==> config.mk <==
export PLATFORM = sky130hd
export DESIGN_NAME = pipe_reg_chain
export DESIGN_NICKNAME = d
export VERILOG_FILES = /design/src/rtl/pipe_reg_chain.sv
export SDC_FILE = /design/constraint.sdc
export NUM_CORES = 1
export LEC_CHECK = 0
export CAP_MARGIN = 10
export CORE_MARGIN = 2
export CORE_UTILIZATION = 53
export DETAILED_ROUTE_END_ITERATION = 8
export PLACE_DENSITY = 0.78
export SETUP_SLACK_MARGIN = 0.05
export SYNTH_ARGS = -nofsm -noshare
export SYNTH_HDL_FRONTEND = slang
export SYNTH_SLANG_ARGS = --single-unit
==> constraint.sdc <==
create_clock -name i_clk -period 2.59 [get_ports i_clk]
set_clock_uncertainty 0.05 [all_clocks]
set_input_delay 0.518 -clock i_clk [delete_from_list [all_inputs] [get_ports i_clk]]
set_output_delay 0.518 -clock i_clk [all_outputs]
set_load 0.02 [all_outputs]
==> src/rtl/pipe_reg_chain.sv <==
// rtl/pipe_reg_chain.sv - parametrised valid/ready register pipeline with bubble collapse and flush
module pipe_reg_chain #(
    parameter int             WIDTH     = 8,
    parameter int             DEPTH     = 4,
    parameter logic [WIDTH-1:0] RESET_VAL = '0
) (
    input  logic                         i_clk,
    input  logic                         i_reset,
    input  logic                         i_flush,
    input  logic                         i_in_valid,
    output logic                         o_in_ready,
    input  logic [WIDTH-1:0]             i_in_data,
    output logic                         o_out_valid,
    input  logic                         i_out_ready,
    output logic [WIDTH-1:0]             o_out_data,
    output logic [$clog2(DEPTH+1)-1:0]   o_occupancy
);

    localparam int OCC_W = $clog2(DEPTH + 1);

    logic [DEPTH-1:0] r_v;
    logic [WIDTH-1:0] r_data [DEPTH];
    logic [OCC_W-1:0] r_occ;

    logic [DEPTH-1:0] w_rdy;
    logic [DEPTH-1:0] w_v_in;
    logic [DEPTH-1:0] w_v_nxt;
    logic [WIDTH-1:0] w_d_in [DEPTH];
    logic [OCC_W-1:0] w_occ_nxt;

    // Ready chain: a stage can move when any stage from it to the output is
    // empty, or the consumer takes the output word. Built as a running AND
    // of valids so there is no combinational self-reference on w_rdy.
    always_comb begin
        logic all_full;
        all_full = 1'b1;
        w_rdy    = '0;
        for (int i = DEPTH - 1; i >= 0; i--) begin
            all_full = all_full & r_v[i];
            w_rdy[i] = i_out_ready | ~all_full;
        end
    end

    assign o_in_ready = w_rdy[0] & ~i_flush;

    // Incoming word for each stage: stage 0 from the producer, others from upstream
    always_comb begin
        w_v_in    = '0;
        w_v_in[0] = i_in_valid & o_in_ready;
        w_d_in[0] = i_in_data;
        for (int i = 1; i < DEPTH; i++) begin
            w_v_in[i] = r_v[i-1];
            w_d_in[i] = r_data[i-1];
        end
    end

    // Next valid vector and its popcount for the registered occupancy
    always_comb begin
        w_occ_nxt = '0;
        w_v_nxt   = '0;
        for (int i = 0; i < DEPTH; i++) begin
            w_v_nxt[i] = w_rdy[i] ? w_v_in[i] : r_v[i];
            w_occ_nxt  = w_occ_nxt + OCC_W'(w_v_nxt[i]);
        end
    end

    // Stage registers: reset and flush clear everything; data only captures valid words
    always_ff @(posedge i_clk) begin
        if (i_reset || i_flush) begin
            r_v   <= '0;
            r_occ <= '0;
            for (int i = 0; i < DEPTH; i++) begin
                r_data[i] <= RESET_VAL;
            end
        end else begin
            r_v   <= w_v_nxt;
            r_occ <= w_occ_nxt;
            for (int i = 0; i < DEPTH; i++) begin
                if (w_rdy[i] && w_v_in[i]) begin
                    r_data[i] <= w_d_in[i];
                end
            end
        end
    end

    assign o_out_valid = r_v[DEPTH-1];
    assign o_out_data  = r_data[DEPTH-1];
    assign o_occupancy = r_occ;

endmodule

# After elaboration in Yosys (flattened, before gate mapping)
# Memories as Yosys holds them, arrays and structs flattened.
# Index checks and enable logic that the tools add are counted.
[word_totals] output_inout_bits=13 n_memories=1 latch_bits=0 inputBits=13 word_cells=51 rom_bits=0 ram_bits=32 register_bits=7
[classes] n_mul=0 bitwise_logic=18 n_eq_ne=0 n_div=0 shifts=0 muxes=22 reduce_logical=5 order_cmp=0 add_sub_neg=3
[mem_list] name="r_data" words=4 width=8 rd=4 rd_clocked_by_memory_dff=0 write_ports=4 line="22" source="logic [WIDTH-1:0] r_data [DEPTH];"
[op_table] operator="$mux W8" count=4
[op_table] operator="$mux W1" count=18
[op_table] operator="$or A1 B1 Y1" count=8
[op_table] operator="$and A1 B1 Y1" count=5
[op_table] operator="$not A1 Y1" count=5
[op_table] operator="$logic_and A1 B1 Y1" count=4
[op_table] operator="$add A2 B1 Y3" count=1
[op_table] operator="$add A3 B1 Y3" count=1
[op_table] operator="$add A1 B1 Y2" count=1
[op_table] operator="$logic_or A1 B1 Y1" count=1

# Logic depth before layout (Yosys ltp)
# Gate-level depths: netlist of the first run.
[logic_depth] word_depth=12 mapped_depth=8

# Worst setup path after synthesis of the first run
# OpenSTA, ideal clock, no wires.
[synth_timing] kind="input-to-reg" from="input i_out_ready" to="register r_occ[1], in the netlist o_occupancy[1]" arrival_ns=2.171 stages=8 setup_time_ns=0.115 t_required_ns=2.425 setup_slack_ns=0.254 path_cell_list="and4b_1 -> buf_2 -> a21oi_1 -> fa_1 -> inv_1 -> ha_1 -> ha_1 -> and2_1"
[synth_via] elab_chain_cells=7 word_cells_on_any_way=13
[synth_rtl] element="start, declared" line="14" source="input logic i_out_ready,"
[synth_rtl] element="$or A1 B1 Y1" line="40" source="w_rdy[i] = i_out_ready | ~all_full;"
[synth_rtl] element="$and A1 B1 Y1" line="44" source="assign o_in_ready = w_rdy[0] & ~i_flush;"
[synth_rtl] element="$and A1 B1 Y1" line="49" source="w_v_in[0] = i_in_valid & o_in_ready;"
[synth_rtl] element="$mux W1" line="62" source="w_v_nxt[i] = w_rdy[i] ? w_v_in[i] : r_v[i];"
[synth_rtl] element="$add A1 B1 Y2" line="63" source="w_occ_nxt = w_occ_nxt + OCC_W'(w_v_nxt[i]);"
[synth_rtl] element="$add A2 B1 Y3" line="63"
[synth_rtl] element="$add A3 B1 Y3 *" line="63"
[synth_rtl] element="via w_occ_nxt[1]" line="29" source="logic [OCC_W-1:0] w_occ_nxt;"
[synth_rtl] element="end signal, assigned" line="77" source="r_occ <= w_occ_nxt;"
[synth_rtl] element="end, declared" line="23" source="logic [OCC_W-1:0] r_occ;"
# Mark *: on every way through the listed nets, which the timed path passes. The rest lies on a longest branch.
# A chain may end at the register's enable or synchronous reset.

# Worst setup path after layout of the first run
# Same ends and word-level chain as after synthesis.

==> results.sh, run 1 <==
export IMPL_status="finished clean"
export IMPL_ys_ff_latch=39
export IMPL_finalMaxSlewViolations=0
export IMPL_wl_per_cell_um=12.4
export IMPL_hold_path_class="register to register"
export IMPL_final_layout_size_suffix_gt1_frac=0.204
export IMPL_synth_xor_area_frac=0
export IMPL_via_count=1058
export IMPL_areaGrowthSynthToFinish_pct=20.8
export IMPL_timing_worst_setup_path_type="primary input to register"
export IMPL_synth_warning_count=0
export IMPL_post_route_drc=0
export IMPL_placed_cell_area_um2=2080
export IMPL_vdd_ir_drop_max_uv=344
export IMPL_timing_final_setup_violations=0
export IMPL_synth_compound_area_share=0.0913
export IMPL_synth_cell_type_count=30
export IMPL_leakage_nw=0.776
export IMPL_worst_path_max_delay_cell="sky130_fd_sc_hd__fa_1"
export IMPL_post_route_min_period_ps=2350
export IMPL_routability_congestion_estimate=0.670
export IMPL_post_synth_fa_ha_maj_area_fraction=0.0253
export IMPL_bufs_on_longest_clock_path=2
export IMPL_fp_row_count=21
export IMPL_period_share=0.906
export IMPL_maximum_number_of_pins_on_one_net_before_global_route_repair=21
export IMPL_min_from="r_v[1]"
export IMPL_design_core_area_um2=3280
export IMPL_count_of_antenna_diodes_in_the_layout=0
export IMPL_synth_mux_area_fraction=0
export IMPL_fin_ws_ps=242
export IMPL_grt_pass1_wl_um=4220
export IMPL_die_area_um2=3840
export IMPL_report_power_total_w=0.00114
export IMPL_clock_tree_root_cell="sky130_fd_sc_hd__clkbuf_4"
export IMPL_fraction_of_power_consumed_by_the_clock_network=0.300
export IMPL_power_net_switching_w=0.000236
export IMPL_synth_cell_area_um2=1780
export IMPL_vias_per_cell=5.09
export IMPL_place_ws_ps=-116
export IMPL_launch_point_of_the_worst_reg_to_reg_path="r_v[2]"
export IMPL_top_level_ports=26
export IMPL_clk_pin_slew_worst_paths_ps=100
export IMPL_critPathMaxStageDelay_ps=510
export IMPL_max_slew_margin=0.425
export IMPL_cts_hold_buffers_added=0
export IMPL_tritoncts_clock_tree="built"
export IMPL_placed_instance_count=200
export IMPL_cpMostUsedCell="sky130_fd_sc_hd__ha_1"
export IMPL_synth_net_count=147
export IMPL_hold_viol_final=0
export IMPL_h_tree_depth=2
export IMPL_post_route_util=0.655
export IMPL_cts_buffers_inserted=5
export IMPL_crit_start="i_out_ready"
export IMPL_max_cap_violations=0
export IMPL_layout_commonest_cell="sky130_fd_sc_hd__edfxtp_1"
export IMPL_postSynthCellCount=131
export IMPL_clock_latency_late_sink_ps=340
export IMPL_p_int_w=0.000906
export IMPL_finish_cell_count_without_fillers=208
export IMPL_floorplan_initialDensity=0.542
export IMPL_critical_path_startpoint_type="primary input"
export IMPL_grt_antenna_before_repair=0
export IMPL_type_of_element_capturing_the_critical_path="register"
export IMPL_tightestPinTransition_ps=852
export IMPL_total_number_of_clock_tree_sinks=39
export IMPL_wl_um=2590
export IMPL_critPathMaxFanout=4
export IMPL_die_height_um=62.0
export IMPL_drt_pass1_iterations=3
export IMPL_power_share_combinational=0.080
export IMPL_final_cell_mix="32 x sky130_fd_sc_hd__edfxtp_1, 24 x sky130_fd_sc_hd__clkdlybuf4s50_1, 12 x sky130_fd_sc_hd__inv_1"
export IMPL_port_buffer_count=25
export IMPL_global_route_usage_total=0.158
export IMPL_synthesis_area_per_instance_um2=13.6
export IMPL_fill_cells=243
export IMPL_synth_area_in_simple_gates=0.202
export IMPL_power_switching_fraction=0.207
export IMPL_largest_family_of_logic_cells_by_synthesized_area="simple AND/OR/NAND/NOR gates"
export IMPL_power_density_cells_nw_per_um2=531
export IMPL_finish_net_count=177
export IMPL_die_width_um=62.0
export IMPL_detail_route_iter0_violations=26
export IMPL_first_global_vias=998
export IMPL_timing_critical_path_cells="clkdlybuf4s50_1 -> and4b_1 -> a21oi_1 -> fa_1 -> inv_1 -> ha_1 -> ha_1 -> and2_1"
export IMPL_layout_cell_area_non_filler_um2=2150
export IMPL_multi_input_comb_area_um2=567
export IMPL_synth_seq_area_share=0.618
export IMPL_layout_area_seq_um2=1100
export IMPL_cp_data_arrival_time_ps=2540
export IMPL_seq_power_share=0.620
export IMPL_fmaxAchievable_mhz=426
export IMPL_gr_total_overflow=0
export IMPL_grt_setup_unrepaired="false"
export IMPL_dpl_hpwl_um=1890
export IMPL_ant_nets=0
export IMPL_worst_endpoint_required_ps=2780
==> layer usage <==
layer | routed length, um | global-route usage
met1 | 1010 | 0.166
met2 | 1410 | 0.277
met3 | 96 | 0.0497
met4 | 62 | 0.0912
met5 | 0 | 0
==> per-stage QoR <==
stage	hold slack [ps]	TNS, ps
floorplan	430	0
global placement	494	-43.2
detailed placement	501	-158
CTS	521	0
global route	559	0
finish	521	0
==> kinds of logic (layout without fill, tap and decap cells) <==
| logic type | count (synthesis) | after routing |
|---|---|---|
| AND/OR/NAND/NOR | 48 | 48 |
| flip-flops | 39 | 39 |
| buffers and inverters | 23 | 54 |
| AO/OA/AOI/OAI | 18 | 18 |
| adder cells (fa/ha/maj) | 3 | 3 |
==> worst paths after layout <==
kind | endpoint | slack (ps) | cells past startpoint
min reg2reg | r_v[2] | 520 | 2
min | r_v[2] | 520 | 2
max reg2reg | o_occupancy[1] | 510 | 7
max | o_occupancy[1] | 240 | 8
==> worst max-delay path: cells and delay by family <==
family          cells  cell delay [ps]
fa+ha+maj           3              940
buf+inv             2              490
simple gates        2              470
compound gates      1              120
==> state kept, by name, summed over array words and instances, names as in the netlist <==
signal	count
o_occupancy	3
r_v	4
r_data	32
==> Yosys cell counts <==
library cell | instances | share of area
sky130_fd_sc_hd__edfxtp_1 | 32 | 0.54
sky130_fd_sc_hd__inv_1 | 12 | 0.025
sky130_fd_sc_hd__nand2_1 | 9 | 0.019
sky130_fd_sc_hd__nor3_1 | 9 | 0.025
sky130_fd_sc_hd__a211oi_2 | 8 | 0.056
sky130_fd_sc_hd__nor3b_2 | 8 | 0.056
sky130_fd_sc_hd__dfxtp_1 | 7 | 0.079
sky130_fd_sc_hd__nor4b_1 | 7 | 0.034
sky130_fd_sc_hd__buf_2 | 4 | 0.011
sky130_fd_sc_hd__a21oi_1 | 3 | 0.0084
sky130_fd_sc_hd__and2_1 | 3 | 0.011
sky130_fd_sc_hd__nor2_1 | 3 | 0.0063
sky130_fd_sc_hd__o21ai_0 | 3 | 0.0084
sky130_fd_sc_hd__buf_1 | 2 | 0.0042
sky130_fd_sc_hd__buf_4 | 2 | 0.0084
sky130_fd_sc_hd__buf_6 | 2 | 0.013
sky130_fd_sc_hd__ha_1 | 2 | 0.014
sky130_fd_sc_hd__o21a_1 | 2 | 0.0084
sky130_fd_sc_hd__or3b_1 | 2 | 0.0098
sky130_fd_sc_hd__a41oi_1 | 1 | 0.0049
sky130_fd_sc_hd__and2b_2 | 1 | 0.0049
sky130_fd_sc_hd__and3b_1 | 1 | 0.0049
sky130_fd_sc_hd__and4b_1 | 1 | 0.0056
sky130_fd_sc_hd__clkinv_1 | 1 | 0.0021
sky130_fd_sc_hd__fa_1 | 1 | 0.011
sky130_fd_sc_hd__nand3b_1 | 1 | 0.0042
sky130_fd_sc_hd__nor2b_1 | 1 | 0.0035
sky130_fd_sc_hd__nor4b_4 | 1 | 0.013
sky130_fd_sc_hd__o41ai_1 | 1 | 0.0049
sky130_fd_sc_hd__or2_1 | 1 | 0.0035
==> cell type report <==
class	count	area share
Clock buffer	8	0.0320
Inverter	13	0.0227
Multi-Input combinational cell	69	0.263
Sequential cell	39	0.512
Tap cell	46	0.0267
Timing Repair Buffer	33	0.144
==> repair_timing <==
action                     4_1_cts  5_1_grt
gates resized for setup          1        0
buffers inserted                 0        0
setup endpoints to repair        1        0
hold endpoints to repair         0        0
==> power groups by stage <==
stage	combinational, W	clock, W	sequential, W
CTS	0.0000928	0.000350	0.000708
global placement	0.0000900	0	0.000721
global route	0.000101	0.000380	0.000711
floorplan	0.0000419	0	0.000729
detailed placement	0.0000931	0	0.000722
finish	0.0000914	0.000343	0.000708
Power figures use the tool's default switching activity.
==> run 2: changes to the inputs <==
--- a/config.mk
+++ b/config.mk
@@ -5,7 +5,6 @@
 export SDC_FILE = /design/constraint.sdc
 export NUM_CORES = 1
 export LEC_CHECK = 0
-export CAP_MARGIN = 10
 export CORE_MARGIN = 2
 export CORE_UTILIZATION = 53
 export DETAILED_ROUTE_END_ITERATION = 8
==> constraint.sdc (replaced) <==
create_clock -name i_clk -period 2.59 [get_ports i_clk]
set_clock_uncertainty 0.05 [all_clocks]
set_input_delay 0.518 -clock i_clk [delete_from_list [all_inputs] [get_ports i_clk]]
set_output_delay 0.518 -clock i_clk [all_outputs]
set_load 0.05 [all_outputs]
==> run 2 against run 1 <==
Net effect: sequential share of layout area is 0.33 points lower; total power is 5.6% higher; non-clock buffer count is 1 higher; hold slack worse by 17 ps; via count is 0.28% higher; fmax is 3.7% lower; critical path depth is 3 lower; largest power group unchanged.
==> results.sh, run 2 (synthesized netlist as in run 1, its figures left out) <==
export IMPL_status="finished clean"
export IMPL_type_of_element_capturing_the_critical_path="output pin"
export IMPL_post_route_drc=0
export IMPL_cp_data_arrival_time_ps=1870
export IMPL_die_area_um2=3840
export IMPL_final_cell_mix="32 x sky130_fd_sc_hd__edfxtp_1, 24 x sky130_fd_sc_hd__clkdlybuf4s50_1, 12 x sky130_fd_sc_hd__inv_1"
export IMPL_period_share=0.942
export IMPL_cpMostUsedCell="sky130_fd_sc_hd__buf_4"
export IMPL_vdd_ir_drop_max_uv=459
export IMPL_ff2ff_setup_slack_ps=470
export IMPL_hold_path_class="register to register"
export IMPL_ant_nets=0
export IMPL_fill_cells=247
export IMPL_place_ws_ps=-141
export IMPL_post_route_min_period_ps=2440
export IMPL_max_cap_violations=0
export IMPL_cts_setup_buffers=0
export IMPL_routability_congestion_estimate=0.701
export IMPL_fmaxAchievable_mhz=410
export IMPL_tritoncts_clock_tree="built"
export IMPL_areaGrowthSynthToFinish_pct=21.6
export IMPL_timing_worst_setup_path_type="primary input to output pin"
export IMPL_cts_repair_resized_insts=0
export IMPL_maximum_number_of_pins_on_one_net_before_global_route_repair=21
export IMPL_drt_pass1_iterations=4
export IMPL_timing_critical_path_cells="clkdlybuf4s50_1 -> and4b_1 -> buf_4 -> a21oi_1 -> buf_4"
export IMPL_power_density_cells_nw_per_um2=557
export IMPL_clk_pin_slew_worst_paths_ps=120
export IMPL_power_net_switching_w=0.000260
export IMPL_clock_latency_late_sink_ps=340
export IMPL_cts_hold_buffers_added=0
export IMPL_tightestPinTransition_ps=889
export IMPL_first_global_vias=1014
export IMPL_final_layout_size_suffix_gt1_frac=0.215
export IMPL_layout_commonest_cell="sky130_fd_sc_hd__edfxtp_1"
export IMPL_count_of_antenna_diodes_in_the_layout=0
export IMPL_h_tree_depth=2
export IMPL_grt_antenna_before_repair=0
export IMPL_leakage_nw=0.785
export IMPL_vias_per_cell=5.08
export IMPL_cts_buffers_inserted=5
export IMPL_top_register="r_data"
export IMPL_p_int_w=0.000947
export IMPL_floorplan_initialDensity=0.542
export IMPL_cell_depth_of_the_worst_flop_to_flop_path=7
export IMPL_max_slew_margin=0.400
export IMPL_min_from="r_v[1]"
export IMPL_die_width_um=62.0
export IMPL_worst_endpoint_required_ps=2020
export IMPL_dpl_hpwl_um=1960
export IMPL_port_buffer_count=25
export IMPL_critPathMaxFanout=19
export IMPL_design_core_area_um2=3280
export IMPL_detail_route_iter0_violations=50
export IMPL_fin_ws_ps=151
export IMPL_hold_crit_endpoint="r_v[2]"
export IMPL_die_height_um=62.0
export IMPL_global_route_usage_total=0.162
export IMPL_critical_path_startpoint_type="primary input"
export IMPL_worstReg2RegEnd="o_occupancy[1]"
export IMPL_bufs_on_longest_clock_path=2
export IMPL_seq_power_share=0.587
export IMPL_power_switching_fraction=0.215
export IMPL_clock_tree_root_cell="sky130_fd_sc_hd__clkbuf_4"
export IMPL_launch_point_of_the_worst_reg_to_reg_path="r_v[2]"
export IMPL_flip_flop_count_of_the_largest_register_after_layout=32
export IMPL_power_share_combinational=0.091
export IMPL_top_level_ports=26
export IMPL_grt_pass1_wl_um=4380
export IMPL_hold_ws_ps=503
export IMPL_grt_setup_unrepaired="false"
export IMPL_fraction_of_power_consumed_by_the_clock_network=0.322
export IMPL_wl_per_cell_um=12.7
export IMPL_finalMaxSlewViolations=0
export IMPL_wl_um=2650
export IMPL_via_count=1061
export IMPL_timing_final_setup_violations=0
export IMPL_setup_tns_ps=0
export IMPL_total_number_of_clock_tree_sinks=39
export IMPL_finish_net_count=178
export IMPL_critPathMaxStageDelay_ps=450
export IMPL_hold_path_depth=2
export IMPL_fp_row_count=21
export IMPL_worst_path_max_delay_cell="sky130_fd_sc_hd__clkdlybuf4s50_1"
export IMPL_gr_total_overflow=0
export IMPL_hold_viol_final=0
run 2: cell count changes in the layout (fill, tap and decap cells not counted), sizes merged:
cell / previous run / this run
clkbuf: 8 / 5
bufinv: 0 / 1
clkinv: 1 / 3
dlygate4sd2: 1 / 0
buf: 8 / 10
run 2: area by class of cell:
| type | instances | area, um2 | area share |
|---|---|---|---|
| Clock buffer | 5 | 37.5 | 0.0173 |
| Inverter | 13 | 48.8 | 0.0225 |
| Sequential cell | 39 | 1100 | 0.508 |
| Timing Repair Buffer | 34 | 315 | 0.146 |
| Multi-Input combinational cell | 69 | 567 | 0.262 |
| Clock inverter | 3 | 38.8 | 0.0179 |
| Tap cell | 46 | 57.6 | 0.0266 |
run 2: power groups by stage:
stage / Combinational [W] / Sequential (W) / Clock [W]
2_1_floorplan: 0.0000438 / 0.000744 / 0
3_3_place_gp: 0.000107 / 0.000721 / 0
3_5_place_dp: 0.000111 / 0.000722 / 0
4_1_cts: 0.000111 / 0.000708 / 0.000396
5_1_grt: 0.000119 / 0.000711 / 0.000428
6_report: 0.000110 / 0.000708 / 0.000388
run 2: worst max-delay path, delay by kind of cell:
family | cells | cell delay (ps)
and+or+nand+nor | 1 | 320
AOI/OAI and AO/OA | 1 | 100
buffers and inverters | 3 | 930
run 2: worst max path at each step:
stage,startpoint,cells after the start,end
3_3_place_gp,i_out_ready,8,o_occupancy[1]
2_1_floorplan,r_v[3],8,o_occupancy[1]
4_1_cts,i_out_ready,5,o_in_ready
5_1_grt,i_out_ready,5,o_in_ready
3_5_place_dp,i_out_ready,8,o_occupancy[1]
6_report,i_out_ready,5,o_in_ready
run 2: through the flow:
step	util	std cells	total power, W	area (um2)
2_1_floorplan	-	131	0.000787	1780
3_3_place_gp	0.636	201	0.000828	2090
3_5_place_dp	0.636	201	0.000833	2090
4_1_cts	0.659	209	0.00122	2170
5_1_grt	0.659	209	0.00126	2170
6_report	0.659	209	0.00121	2170
run 2: per-layer routing:
metal / GRT usage / wire, um / vias up
met2: 0.275 / 1420 / 29
met5: 0 / 0 / -
met1: 0.179 / 1060 / 486
met4: 0.0638 / 38 / 0
li1: - / - / 540
met3: 0.0663 / 136 / 6
==> run 3: changes to the inputs <==
--- a/config.mk
+++ b/config.mk
@@ -6,9 +6,9 @@
 export NUM_CORES = 1
 export LEC_CHECK = 0
 export CORE_MARGIN = 2
-export CORE_UTILIZATION = 53
+export CORE_UTILIZATION = 45
 export DETAILED_ROUTE_END_ITERATION = 8
-export PLACE_DENSITY = 0.78
+export PLACE_DENSITY = 0.71
 export SETUP_SLACK_MARGIN = 0.05
 export SYNTH_ARGS = -nofsm -noshare
 export SYNTH_HDL_FRONTEND = slang
==> constraint.sdc (replaced) <==
create_clock -name i_clk -period 2.2 [get_ports i_clk]
set_clock_uncertainty 0.05 [all_clocks]
set_input_delay 0.44 -clock i_clk [delete_from_list [all_inputs] [get_ports i_clk]]
set_output_delay 0.44 -clock i_clk [all_outputs]
set_load 0.05 [all_outputs]
==> run 3 against run 2 <==
Net effect: hold slack lost 24 ps; critical endpoint is now o_occupancy[1]; sequential cell count stayed put; via count increased by 1.0%; non-clock buffer count grew 1; largest cell class unchanged.
==> results.sh, run 3 (synthesized netlist as in run 1, its figures left out) <==
export IMPL_timing_worst_setup_path_type="primary input to register"
export IMPL_clock_tree_root_cell="sky130_fd_sc_hd__clkbuf_8"
export IMPL_final_layout_size_suffix_gt1_frac=0.262
export IMPL_via_count=1072
export IMPL_use_met3=0.0608
export IMPL_drt_pass1_iterations=4
export IMPL_maximum_number_of_pins_on_one_net_before_global_route_repair=21
export IMPL_fin_ws_ps=147
export IMPL_fill_cells=311
export IMPL_period_share=0.933
export IMPL_tritoncts_clock_tree="built"
export IMPL_vias_per_cell=5.06
export IMPL_global_route_usage_total=0.152
export IMPL_grt_pass1_wl_um=4940
export IMPL_routability_congestion_estimate=0.713
export IMPL_vdd_ir_drop_max_uv=415
export IMPL_design_core_area_um2=3740
export IMPL_wl_per_cell_um=12.9
export IMPL_leakage_nw=0.816
export IMPL_hold_viol_final=0
export IMPL_hold_path_class="register to register"
export IMPL_cts_hold_buffers_added=0
export IMPL_groute_layer_met1_usage=0.160
export IMPL_fp_row_count=22
export IMPL_global_route_usage_met2=0.274
export IMPL_count_of_antenna_diodes_in_the_layout=0
export IMPL_port_buffer_count=25
export IMPL_grt_setup_unrepaired="false"
export IMPL_critPathBufInv=2
export IMPL_fmaxAchievable_mhz=487
export IMPL_die_height_um=66.9
export IMPL_critical_path_startpoint_type="primary input"
export IMPL_place_ws_ps=-386
export IMPL_layout_commonest_cell="sky130_fd_sc_hd__edfxtp_1"
export IMPL_family_with_the_most_delay_on_the_worst_path="adder cells"
export IMPL_floorplan_initialDensity=0.476
export IMPL_cts_setup_buffers=0
export IMPL_post_route_util=0.592
export IMPL_critPathMaxStageDelay_ps=500
export IMPL_wl_um=2730
export IMPL_gr_total_overflow=0
export IMPL_areaGrowthSynthToFinish_pct=24.4
export IMPL_critPathMaxFanout=4
export IMPL_top_register="r_data"
export IMPL_total_number_of_clock_tree_sinks=39
export IMPL_finalMaxSlewViolations=0
export IMPL_bufs_on_longest_clock_path=2
export IMPL_max_slew_margin=0.543
export IMPL_flip_flop_count_of_the_largest_register_after_layout=32
export IMPL_tightestPinTransition_ps=686
export IMPL_top_level_ports=26
export IMPL_placed_cell_area_um2=2120
export IMPL_multi_input_comb_area_um2=582
export IMPL_final_cell_mix="32 x sky130_fd_sc_hd__edfxtp_1, 21 x sky130_fd_sc_hd__clkdlybuf4s50_1, 12 x sky130_fd_sc_hd__inv_1"
export IMPL_ant_nets=0
export IMPL_status="finished clean"
export IMPL_power_density_cells_nw_per_um2=642
export IMPL_cts_buffers_inserted=5
export IMPL_clock_latency_late_sink_ps=290
export IMPL_most_used_routing_layer="met2"
export IMPL_detail_route_iter0_violations=45
export IMPL_h_tree_depth=2
export IMPL_timing_final_setup_violations=0
export IMPL_cp_data_arrival_time_ps=2190
export IMPL_type_of_element_capturing_the_critical_path="register"
export IMPL_timing_critical_path_cells="clkdlybuf4s15_1 -> and4b_2 -> a21oi_2 -> fa_1 -> inv_1 -> ha_2 -> ha_1 -> and2_1"
export IMPL_worst_endpoint_required_ps=2340
export IMPL_post_route_drc=0
export IMPL_layout_cell_area_non_filler_um2=2220
export IMPL_layout_area_seq_um2=1110
export IMPL_clk_pin_slew_worst_paths_ps=70
export IMPL_grt_antenna_before_repair=0
export IMPL_dpl_hpwl_um=1950
export IMPL_worst_path_max_delay_cell="sky130_fd_sc_hd__fa_1"
export IMPL_setup_tns_ps=0
export IMPL_post_route_min_period_ps=2050
export IMPL_die_area_um2=4480
export IMPL_first_global_vias=1115
export IMPL_die_width_um=66.9
export IMPL_max_cap_violations=0
export IMPL_finish_net_count=179
## run 3: changes by cell type in the layout (fill, tap and decap cells not counted), moves of 2 or more
| cell | previous run | this run |
|---|---|---|
| sky130_fd_sc_hd__clkbuf_4 | 5 | 0 |
| sky130_fd_sc_hd__clkbuf_8 | 0 | 5 |
| sky130_fd_sc_hd__clkdlybuf4s50_1 | 24 | 21 |
| sky130_fd_sc_hd__clkinv_2 | 1 | 3 |
| sky130_fd_sc_hd__dfxtp_1 | 7 | 5 |
| sky130_fd_sc_hd__dlymetal6s2s_1 | 0 | 2 |
## run 3: cell type report
type	count	share of cell area
clock buffer	5	0.0311
clock inverter	3	0.00678
inverter	13	0.0220
timing repair buffer	35	0.151
multi-input combinational	69	0.263
sequential	39	0.499
tap	48	0.0271
## run 3: stage by stage
stage,power [W],cells,hold slack [ps]
2_1_floorplan,0.000927,131,430
3_3_place_gp,0.000976,204,498
3_5_place_dp,0.000981,204,505
4_1_cts,0.00143,212,527
5_1_grt,0.00148,212,504
6_report,0.00142,212,480
## run 3: report_power, final
part,total (W),internal [W],switching (W)
Clock,0.000459,0.000217,0.000242
Combinational,0.000130,0.0000551,0.0000749
Sequential,0.000833,0.000825,0.00000871
## run 3: final timing paths
check / from / endpoint / slack (ps) / cells after the start
min: r_v[2] / r_v[3] / 480 / 1
max reg2reg: r_v[1] / o_occupancy[1] / 160 / 7
max: i_out_ready / o_occupancy[1] / 150 / 8
min reg2reg: r_v[2] / r_v[3] / 480 / 1
## run 3: layer usage
metal,share of wire,wire [um],vias up
li1,-,-,543
met1,0.40,1090,498
met2,0.54,1480,25
met3,0.045,122,6
met4,0.016,43,0
met5,0,0,-
## run 3: repair_timing
item	4_1_cts	5_1_grt
endpoints found under the setup margin	3	1
pin swaps	0	3
resized for setup	4	4
